==> src/rtl/mem_pkg.sv <==
// Shared definitions for the quadrant reader: memory widths, the byte-mode mask
// and the reader FSM state encoding.
package mem_pkg;

    localparam int MEM_ADDR_W = 19;
    localparam int MEM_DATA_W = 19;

    // Byte mode keeps only the low 8 bits of a memory word.
    localparam logic [7:0] BYTE_MASK = 8'hFF;

    typedef enum logic [2:0] {
        ST_IDLE = 3'd0,
        ST_READ = 3'd1,
        ST_WAIT = 3'd2,
        ST_SEND = 3'd3,
        ST_DONE = 3'd4
    } rd_state_t;

endpackage

==> src/rtl/mem_quadrant_reader.sv <==
// Streams one quadrant of data memory to a valid/ready sink, one word per three cycles.
// Optional READER_CHECKSUM_EN adds a running sum of every word accepted by the sink.
module mem_quadrant_reader
    import mem_pkg::*;
#(
    parameter int ADDR_W     = MEM_ADDR_W,
    parameter int DATA_W     = MEM_DATA_W,
    parameter int QUAD_WORDS = 64,
    parameter int NUM_QUAD   = 9
) (
    input  logic              clk,
    input  logic              reset,
    input  logic              start,
    input  logic [3:0]        cuadrante,
    input  logic              cant_byte,
    output logic              mem_re,
    output logic [ADDR_W-1:0] mem_addr,
    input  logic [DATA_W-1:0] mem_rdata,
    output logic [DATA_W-1:0] out_data,
    output logic              out_valid,
    input  logic              out_ready,
    output logic              busy,
    output logic              done,
    output logic              err,
    output logic [DATA_W-1:0] checksum
);

    localparam int                CNT_W      = $clog2(QUAD_WORDS);
    localparam logic [CNT_W-1:0]  CNT_LAST   = CNT_W'(QUAD_WORDS - 1);
    localparam logic [4:0]        NUM_QUAD_L = 5'(NUM_QUAD);

    rd_state_t          state_reg, state_next;
    logic [ADDR_W-1:0]  base_reg;
    logic [CNT_W-1:0]   cnt_reg;
    logic               byte_mode_reg;
    logic [DATA_W-1:0]  hold_reg;
    logic               err_reg;

    logic quad_valid;
    logic accept;
    logic handshake;

    assign quad_valid = ({1'b0, cuadrante} < NUM_QUAD_L);
    assign accept     = (state_reg == ST_IDLE) && start && quad_valid;
    assign handshake  = (state_reg == ST_SEND) && out_ready;

    always_ff @(posedge clk or negedge reset) begin
        if (!reset) begin
            state_reg <= ST_IDLE;
        end else begin
            state_reg <= state_next;
        end
    end

    // Strobes are decoded from state so that an asynchronous reset clears them at once.
    always_comb begin
        state_next = state_reg;
        mem_re     = 1'b0;
        mem_addr   = '0;
        out_valid  = 1'b0;
        busy       = 1'b1;
        done       = 1'b0;
        case (state_reg)
            ST_IDLE: begin
                busy = 1'b0;
                if (start && quad_valid) begin
                    state_next = ST_READ;
                end
            end
            ST_READ: begin
                mem_re     = 1'b1;
                mem_addr   = base_reg + ADDR_W'(cnt_reg);
                state_next = ST_WAIT;
            end
            ST_WAIT: begin
                state_next = ST_SEND;
            end
            ST_SEND: begin
                out_valid = 1'b1;
                if (out_ready) begin
                    state_next = (cnt_reg == CNT_LAST) ? ST_DONE : ST_READ;
                end
            end
            ST_DONE: begin
                done       = 1'b1;
                state_next = ST_IDLE;
            end
            default: begin
                state_next = ST_IDLE;
            end
        endcase
    end

    always_ff @(posedge clk or negedge reset) begin
        if (!reset) begin
            base_reg      <= '0;
            cnt_reg       <= '0;
            byte_mode_reg <= 1'b0;
            hold_reg      <= '0;
            err_reg       <= 1'b0;
        end else begin
            err_reg <= (state_reg == ST_IDLE) && start && !quad_valid;
            if (accept) begin
                base_reg      <= ADDR_W'(cuadrante) << CNT_W;
                cnt_reg       <= '0;
                byte_mode_reg <= cant_byte;
            end
            if (state_reg == ST_WAIT) begin
                hold_reg <= byte_mode_reg ? (mem_rdata & DATA_W'(BYTE_MASK)) : mem_rdata;
            end
            // Counter stops at the last word so the address never leaves the quadrant.
            if (handshake && (cnt_reg != CNT_LAST)) begin
                cnt_reg <= cnt_reg + CNT_W'(1);
            end
        end
    end

    assign out_data = hold_reg;
    assign err      = err_reg;

`ifdef READER_CHECKSUM_EN
    logic [DATA_W-1:0] csum_reg;

    always_ff @(posedge clk or negedge reset) begin
        if (!reset) begin
            csum_reg <= '0;
        end else if (accept) begin
            csum_reg <= '0;
        end else if (handshake) begin
            csum_reg <= csum_reg + hold_reg;
        end
    end

    assign checksum = csum_reg;
`else
    assign checksum = '0;
`endif

endmodule

==> config.mk <==
export PLATFORM = sky130hd
export DESIGN_NAME = mem_quadrant_reader
export DESIGN_NICKNAME = d
export VERILOG_FILES = /design/src/rtl/mem_pkg.sv /design/src/rtl/mem_quadrant_reader.sv
export SDC_FILE = /design/constraint.sdc
export NUM_CORES = 1
export LEC_CHECK = 0
export CAP_MARGIN = 20
export CORE_ASPECT_RATIO = 0.75
export CORE_MARGIN = 4
export CORE_UTILIZATION = 60
export DETAILED_ROUTE_END_ITERATION = 8
export DONT_BUFFER_PORTS = 1
export HOLD_SLACK_MARGIN = 0.08
export PLACE_DENSITY = 0.87
export SYNTH_ARGS = -nofsm -noshare
export SYNTH_HDL_FRONTEND = slang
export SYNTH_SLANG_ARGS = --single-unit
==> constraint.sdc <==
create_clock -name clk -period 1.95 [get_ports clk]
set_input_delay 0.39 -clock clk [delete_from_list [all_inputs] [get_ports clk]]
set_output_delay 0.39 -clock clk [all_outputs]
set_load 0.02 [all_outputs]
==> summary.txt <==
Yosys Warn Count: 0
Vias in the first global route: 1126
CTS tree: done
CP Capture Point: mem_addr[6]
Layout area overhead: 6.07%
Initial core utilization: 65.1%
Logic gate share of total power: 34.5%
Cell count along the critical path: 5
Root Driver: clkbuf_8
Total CTS buffers: 5
Top post-synthesis cells by area: dfrtp_1 (48%), buf_4 (12%), mux2_2 (8.3%)
Layout Nets: 202
FF-to-FF End: cnt_reg[2]$_DFFE_PN0P_
Max VDD drop: 0.000868 V
Slew Limit Fails: 0
Setup WS post-layout: 0.0652 ns
Clock Skew: 0.00620 ns
Global Route Usage Sum: 18.8%
Commonest non-fill, non-tap cells in the layout: dfrtp_1 (34), conb_1 (28), nand2_1 (13), mux2_2 (13)
Drt wl/cell: 17.1 um
Buffers on Ports: 0
Max Cap Viol: 0
Synthesized area: 0.00177 sq mm
Number of I/O pins: 90
Clock Sink Count: 34
RR Startpoint: state_reg[2]$_DFFE_PN0P_
Clock Path Buffers: 2
Cell area power density: 1640 mW/mm^2
Initial antenna violation count: 0
Commonest non-fill, non-tap cell in the layout: dfrtp_1
Sequential element share of the synthesized area: 48.0%
Worst Path Buf+Inv: 3
Endpoints failing setup: 0
Placeable Area: 0.00272 sq mm
Delay-heaviest family, CP: simple AND/OR/NAND/NOR gates
Final period util: 96.7%
Total power: 3.07 mW
Largest area contributor in the netlist: dfrtp_1
Setup WS pre-CTS: 0.131 ns
Clock power share: 16.9%
Horiz. Die Dim: 70.7 um
Critical path's largest stage delay: 0.34 ns
FF-to-FF path depth: 4
Max reg flops: 19
Flop and latch count out of synthesis: 34
Fraction of layout cells with a size suffix above 1: 25.9%
Hold Path Class: in2reg
Total grt overflow: 0
Final GP Congestion: 0.759
Leak: 0.912 nW
Unrepaired setup endpoints after global routing: yes
WP data required: 1.56 ns
Die height: 55.1 um
1st-pass router iterations: 5
Fmax: 531 MHz
Critical path arrival: 1.49 ns
Worst slew margin: 63.2%
Vias per cell: 5.38
Proportion of netlist area held by the largest area contributor: 48.0%
Crit path kind: reg2out
Worst-path cell chain: buf_4, inv_1, nor3_4, buf_6, and2_2
Clock transition at path regs: 0.07 ns
Die area: 0.00390 sq mm
Drt initial violations: 29
Crit path launch: state_reg[0]$_DFFE_PN0P_
Sequential share of power: 48.6%
Worst Path Max Fanout: 8
Syn Inst Count: 165
Switching Fraction: 42.0%
Largest net degree at the start of global routing: 35
CP max stage cell: dfrtp_1
Mean area per synthesized cell: 10.7 sq um
CP Launch Type: flop
Final hold vios: 0
Cell Rows: 16
Worst-margin pin slew: 0.550 ns
Total number of vias: 1136
Int Pwr: 1.78 mW
Clk_lat worst skew: 0.28 ns
Routed WL: 3600 um
H-tree levels: 2
First-pass GRT wire length: 5530 um
NetSw: 1.29 mW
R2R Setup Slk: 0.16 ns
Run status: complete, no violations
Antenna-violating nets left: 0
DR DRC count: 0
Min Tclk post-route: 1.88 ns
Crit end category: output pin
Post-synth cell types: 34
Post-DP HPWL: 2730 um
-- synthesized netlist by cell type (all sizes together) --
cell type	count
o31ai	1
nor2b	1
conb	1
nor3	3
nor2	3
a211o	3
dfrtp	34
o21ai	11
and2	10
a311oi	1
or2	1
inv	1
a31oi	3
mux2	13
ha	1
or4b	1
and3	5
nand2b	11
o22a	1
xor2	1
nand3	1
nand2	13
o21bai	1
nand4b	1
clkbuf	4
nor3b	4
a22o	2
or3	1
buf	32
-- area by class of cell --
type,instances,area (sq um)
Clock buffer,7,86.3
Fill cell,204,843
Multi-Input combinational cell,121,795
Inverter,1,3.75
Timing Repair Buffer,10,91.3
Sequential cell,34,851
Tap cell,36,45.0
Clock inverter,1,5.00
Antenna cell,1,2.50
-- power groups by stage --
stage	Sequential (mW)	Combinational [mW]	Clock [mW]
2_1_floorplan	1.40	0.871	0
4_1_cts	1.49	1.01	0.539
6_report	1.49	1.06	0.519
5_1_grt	1.54	1.19	0.575
3_3_place_gp	1.48	0.918	0
3_5_place_dp	1.50	0.980	0
-- per-layer routing --
layer	up-vias	global-route usage, %	share of wire [%]
met5	-	0	0
met4	0	5.31	1.1
met3	4	9.03	11
met2	63	34.5	51
met1	554	19.7	36
li1	515	-	-
-- repair_timing --
action,in CTS,in global routing
cloned,0,1
pin swaps,0,1
endpoints found under the hold margin,34,0
resized for setup,2,16
endpoints found under the setup margin,2,10
setup buffers,0,0
hold buffers,2,0
-- cell families (layout without fill, tap and decap cells) --
group	Yosys count	count (layout)	share of synthesized area, %
flip-flops	34	34	48.0
XOR/XNOR	1	1	0.494
AO/OA/AOI/OAI	23	23	9.32
other	1	29	0.212
adder cells (fa/ha/maj)	1	1	0.706
multiplexers	13	13	8.26
buffers and inverters	37	19	14.7
AND/OR/NAND/NOR	55	55	18.3
-- worst min path at each step --
stage | start | endpoint | cells past startpoint
floorplan | reset | base_reg[6]$_DFFE_PN0P_ | 0
global placement | reset | cnt_reg[1]$_DFFE_PN0P_ | 0
detailed placement | reset | cnt_reg[2]$_DFFE_PN0P_ | 0
CTS | out_ready | state_reg[1]$_DFFE_PN0P_ | 1
global route | out_ready | state_reg[1]$_DFFE_PN0P_ | 1
finish | out_ready | state_reg[0]$_DFFE_PN0P_ | 1
-- metrics by stage --
stage | instance area [sq um] | setup TNS, ns | utilization (%) | hold slack, ns | instances
finish | 1880 | 0 | 69.0 | 0.224 | 211
global route | 1880 | -0.129 | 68.9 | 0.219 | 210
CTS | 1840 | 0 | 67.5 | 0.219 | 209
detailed placement | 1710 | 0 | 63.0 | 0.0951 | 199
global placement | 1710 | 0 | 63.0 | 0.0952 | 199
floorplan | 1870 | 0 | - | 0.0944 | 192
(Power assumes the default switching activity.)
